File: config.mk
export PLATFORM = sky130hd
export DESIGN_NAME = io_dma_dev
export DESIGN_NICKNAME = d
export VERILOG_FILES = /design/src/rtl/io_dma_dev.sv
export SDC_FILE = /design/constraint.sdc
export NUM_CORES = 1
export LEC_CHECK = 0
export CAP_MARGIN = 20
export CORE_UTILIZATION = 45
export DETAILED_ROUTE_END_ITERATION = 8
export PLACE_DENSITY_LB_ADDON = 0.25
export SYNTH_ARGS = -nofsm -noshare
export SYNTH_HDL_FRONTEND = slang
export SYNTH_SLANG_ARGS = --single-unit
export TNS_END_PERCENT = 50
File: constraint.sdc
create_clock -name clk -period 7 [get_ports clk]
set_input_delay 1.4 -clock clk [delete_from_list [all_inputs] [get_ports clk]]
set_output_delay 1.4 -clock clk [all_outputs]
set_load 0.01 [all_outputs]
File: src/rtl/io_dma_dev.sv
// Bidirectional DMA-style I/O device: two-beat command intake, burst moves between
// the internal buffer and memory, level completion interrupt, sticky busy error.
module io_dma_dev #(
  parameter int SZ    = 8,
  parameter int WSZ   = 8,
  parameter int DEPTH = 16,
  localparam int IW   = $clog2(DEPTH)
) (
  input  logic           clk,
  input  logic           rst,
  input  logic           rx_interrupt,
  output logic           tx_interrupt,
  input  logic [SZ-1:0]  addr_in,
  input  logic [WSZ-1:0] data_in,
  output logic [SZ-1:0]  addr_out,
  output logic [WSZ-1:0] data_out,
  output logic           addr_oe,
  output logic           data_oe,
  output logic           w_notr,
  output logic           r_req,
  input  logic           rd_valid,
  output logic           busy,
  output logic           err,
  input  logic           ld_en,
  input  logic [IW-1:0]  ld_idx,
  input  logic [WSZ-1:0] ld_data,
  output logic [2:0]     dbg_state
);

  typedef enum logic [2:0] {
    S_IDLE, S_CMD1, S_ARM, S_WR, S_RD_REQ, S_RD_WAIT
  } state_t;

  state_t         r_state, w_next;
  logic [IW-1:0]  r_idx;
  logic [SZ-1:0]  r_len;
  logic [SZ-1:0]  r_maddr;
  logic           r_dir;
  logic [WSZ-1:0] r_buf [DEPTH];

  logic w_wr_beat;
  logic w_rd_beat;
  logic w_busy_hit;

  // Memory read handshake: r_req is a one-cycle request; the beat completes on
  // the first rd_valid seen in RD_WAIT, with data_in captured that same edge.
  assign w_wr_beat  = (r_state == S_WR) && (r_len != '0);
  assign w_rd_beat  = (r_state == S_RD_WAIT) && rd_valid;
  assign w_busy_hit = rx_interrupt &&
                      ((r_state == S_WR) || (r_state == S_RD_REQ) || (r_state == S_RD_WAIT));

  assign busy      = (r_state != S_IDLE);
  assign addr_oe   = w_notr | r_req;
  assign data_oe   = w_notr;
  assign dbg_state = r_state;

  always_comb begin
    w_next = r_state;
    case (r_state)
      S_IDLE:    if (rx_interrupt) w_next = S_CMD1;
      S_CMD1:    if (rx_interrupt) w_next = S_ARM;
      S_ARM: begin
        if (!rx_interrupt) begin
          if (r_len == '0)  w_next = S_IDLE;
          else if (r_dir)   w_next = S_WR;
          else              w_next = S_RD_REQ;
        end
      end
      // WR lingers one cycle after the last beat so w_notr can drop before IDLE.
      S_WR:      if (r_len == '0) w_next = S_IDLE;
      S_RD_REQ:  w_next = S_RD_WAIT;
      S_RD_WAIT: if (rd_valid) w_next = (r_len == SZ'(1)) ? S_IDLE : S_RD_REQ;
      default:   w_next = S_IDLE;
    endcase
  end

  always_ff @(posedge clk or negedge rst) begin
    if (!rst) begin
      r_state      <= S_IDLE;
      r_idx        <= '0;
      r_len        <= '0;
      r_maddr      <= '0;
      r_dir        <= 1'b0;
      tx_interrupt <= 1'b0;
      w_notr       <= 1'b0;
      r_req        <= 1'b0;
      err          <= 1'b0;
      addr_out     <= '0;
      data_out     <= '0;
    end else begin
      r_state <= w_next;
      w_notr  <= 1'b0;
      r_req   <= 1'b0;
      case (r_state)
        S_IDLE: begin
          if (rx_interrupt) begin
            r_idx        <= addr_in[IW-1:0];
            r_len        <= SZ'(data_in);
            tx_interrupt <= 1'b0;
            err          <= 1'b0;
          end
        end
        S_CMD1: begin
          if (rx_interrupt) begin
            r_maddr <= addr_in;
            r_dir   <= data_in[0];
          end
        end
        S_ARM: begin
          if (!rx_interrupt && (r_len == '0)) tx_interrupt <= 1'b1;
        end
        S_RD_REQ: begin
          r_req    <= 1'b1;
          addr_out <= r_maddr;
        end
        default: ;
      endcase
      if (w_wr_beat) begin
        w_notr   <= 1'b1;
        addr_out <= r_maddr;
        data_out <= r_buf[r_idx];
      end
      if (w_wr_beat || w_rd_beat) begin
        r_idx   <= r_idx + IW'(1);
        r_maddr <= r_maddr + SZ'(1);
        r_len   <= r_len - SZ'(1);
        if (r_len == SZ'(1)) tx_interrupt <= 1'b1;
      end
      if (w_busy_hit) err <= 1'b1;
    end
  end

  always_ff @(posedge clk or negedge rst) begin
    if (!rst) begin
      for (int i = 0; i < DEPTH; i++) r_buf[i] <= '0;
    end else if (ld_en && (r_state == S_IDLE)) begin
      r_buf[ld_idx] <= ld_data;
    end else if (w_rd_beat) begin
      r_buf[r_idx] <= data_in;
    end
  end

endmodule

==> flow_metrics.tcl <==
set metrics [dict create \
    fin_crit_ns 3.43 \
    synth-seq-cells 172 \
    antenna_left 0 \
    fp.dieH_um 148 \
    layout.nets 922 \
    grt_max_degree 67 \
    crit_type "flip-flop to primary output" \
    gr-usage-all-layers_pct 26.9 \
    finalHoldViolCount 0 \
    fin_setup_tns_ns 0 \
    drt_wl_total_um 28400 \
    netlist.area_leader.share_pct 45.0 \
    critPathMaxFanout 18 \
    hold_buffers 0 \
    synth_cells 871 \
    final-setup-viol-count 0 \
    synth_area_per_cell_um2 11.0 \
    io_pins 59 \
    grt_pass1_vias 7610 \
    yosys.area.top_type "dfrtp_1" \
    max-slew-margin-rel_pct 25.4 \
    root_buffer "clkbuf_16" \
    n_antenna_cell 0 \
    slowest_delay_ns 0.62 \
    power_frac_seq_pct 39.8 \
    postCtsSetupBuffers 0 \
    worst_path_dominant_cell_family "flip-flops" \
    start_util_pct 46.5 \
    pwr-share-clk_pct 20.7 \
    synthTopCellsByCount "172 x dfrtp_1, 81 x nand2_1, 73 x o221ai_1" \
    dr.pass1.iters 5 \
    grt_pass1_wl_um 44500 \
    cts_tree "yes" \
    clockBufferDepth 2 \
    syn_nets 912 \
    timing.final.crit_share_pct 48.9 \
    fmax_mhz 292 \
    worst_pin_slew_ns 1.12 \
    hold_slack_ns 0.478 \
    cts_htree_levels 4 \
    syn_area_um2 9560 \
    place_congestion 0.891 \
    cts-resized-gates 0 \
    fp.dieArea_um2 21800 \
    p_leak_uw 0.00411 \
    antenna_found_initial 0 \
    netlist_top_cells_area "dfrtp_1 45%, o221ai_1 6.7%, o21a_1 5.0%" \
    drt_iter0_drc 768 \
    synth_most_common_cell "dfrtp_1" \
    clk_pin_slew_ns 0.06 \
    cp_cell_sequence "or3_1, clkdlybuf4s50_1" \
    cp_num_buf_inv 1 \
    final_layout_size_suffix_gt1_share_pct 12.2 \
    switching_share_pct 38.5 \
    vias 7870 \
    ir_worst_vdd_mv 0.194 \
    drcViolationCount 0 \
    slew_violations 0 \
    die_w_um 148 \
    required_ns 5.60 \
    place_hpwl_um 18900 \
    async_flop_share_pct 100 \
    port_buffers 58 \
    nFillCells 1892 \
    viasPerCell 6.77 \
    synthFlopType "dfrtp_1" \
    finish.utilization_pct 52.1 \
    fp-row-count 52 \
    cp.arrival_ns 2.03 \
    cts_buffers 17 \
    area_growth_syn_to_layout_pct 11.9 \
    p_comb_share_pct 39.5 \
    ys_types 69 \
    rsz0062_at_grt "no" \
    fin_skew_ns 0.00943 \
    drv_cap 0 \
    total_power_uw 4460 \
    placed_area_um2 10100 \
    outcome "completed" \
    crit_path_start_kind "flip-flop" \
    cts.sink_count 172 \
    hp-class "flip-flop to flip-flop" \
    p_per_area_nw_per_um2 417 \
    endpoint_kind "primary output" \
    fin_area_um2 10700 \
    slowest_stage "dfrtp_1" \
    yosysWarnings 0 \
    gr-total-overflow 0 \
    insertion_delay_ns 0.43 \
    p_int_uw 2740 \
    routedWlPerCell_um 24.5 \
    yosysSeqAreaShare_pct 45.0 \
    coreArea_um2 20600 \
    synth-edff-count 0 \
    p_sw_uw 1720 \
]
-- logic make-up (layout without fill, tap and decap cells) --
logic type / count (synthesis) / after routing / share of synthesized area [%]
compound gates: 352 / 352 / 30.0
xor+xnor: 1 / 1 / 0.0916
fa+ha+maj: 8 / 8 / 1.05
buf+inv: 85 / 106 / 4.68
flops: 172 / 172 / 45.0
mux: 55 / 55 / 7.94
simple gates: 198 / 198 / 11.2
-- layout make-up --
type	instances	area, µm²	area share, %
inverters	12	47.5	0.444
multi-input cells	614	4820	45.0
repair buffers	64	627	5.86
flip-flops and latches	172	4310	40.2
clock inverters	5	60.1	0.561
clock buffers	25	505	4.72
well taps	270	338	3.16
-- worst paths after layout --
| kind | from | endpoint | slack (ns) | depth (start not counted) |
|---|---|---|---|---|
| hold / removal | data_out[2] | data_out[2] | 0.48 | 2 |
| min in group asynchronous | rst | r_buf[61] | 0.96 | 1 |
| max in group asynchronous | rst | r_buf[64] | 4.74 | 2 |
| setup / recovery | dbg_state[2] | busy | 3.57 | 2 |
| setup reg to reg | r_len[0] | r_maddr[5] | 3.84 | 7 |
| hold reg to reg | data_out[2] | data_out[2] | 0.48 | 2 |
-- metrics by stage --
step,instances,setup WS [ns]
after floorplan,871,4.15
after global placement,1132,3.24
after detailed placement,1132,3.26
after CTS,1162,3.57
after global routing,1162,3.49
final,1162,3.57
-- tightest hold or removal path, stage by stage, from the launching register on --
cell and delay, ns:
dfrtp_1 0.34, nand2_1 0.04, o21ai_0 0.06
-- flip-flops by register name (all words and copies together) (netlist names), 3 cells and up --
name / cells
r_len: 8
dbg_state: 3
addr_out: 8
data_out: 8
r_idx: 4
r_maddr: 8
r_buf: 128
-- per-layer routing --
layer / vias to the layer above / wire [µm] / GRT usage, %
met2: 358 / 12900 / 40.7
met3: 59 / 2090 / 5.43
met5: - / 0 / 0
li1: 3470 / - / -
met4: 0 / 972 / 11.0
met1: 3983 / 12400 / 37.9
-- power groups by stage --
stage,Clock (µW),Combinational (µW),Sequential (µW)
2_1_floorplan,0,1330,1620
3_3_place_gp,0,1720,1770
3_5_place_dp,0,1740,1780
4_1_cts,931,1750,1770
5_1_grt,977,1900,1830
6_report,921,1760,1780
-- cells in the final DEF, fill, tap and decap left out, types with 5 or more instances in the layout --
master | Yosys | layout
clkbuf_8 | 0 | 5
a22oi_1 | 45 | 45
a221oi_1 | 9 | 9
nor3_2 | 5 | 5
clkbuf_16 | 0 | 17
o2bb2ai_1 | 32 | 32
o21ai_1 | 21 | 21
nor2b_1 | 6 | 6
buf_4 | 7 | 6
clkdlybuf4s50_1 | 0 | 57
and2_1 | 5 | 5
nand3_1 | 14 | 14
ha_1 | 8 | 8
mux2_2 | 7 | 7
nor2_1 | 27 | 27
inv_1 | 11 | 11
o22ai_4 | 8 | 8
o22a_1 | 8 | 8
nand2_1 | 81 | 81
dfrtp_1 | 172 | 170
o21ai_0 | 17 | 17
nand2_2 | 8 | 8
mux4_2 | 16 | 16
and3_1 | 8 | 8
o221ai_1 | 73 | 73
a32oi_1 | 26 | 26
o21a_1 | 64 | 64
mux2i_1 | 32 | 32
nor3_1 | 9 | 9
a21oi_1 | 16 | 16
No activity file was read; power rests on OpenSTA's default activity.
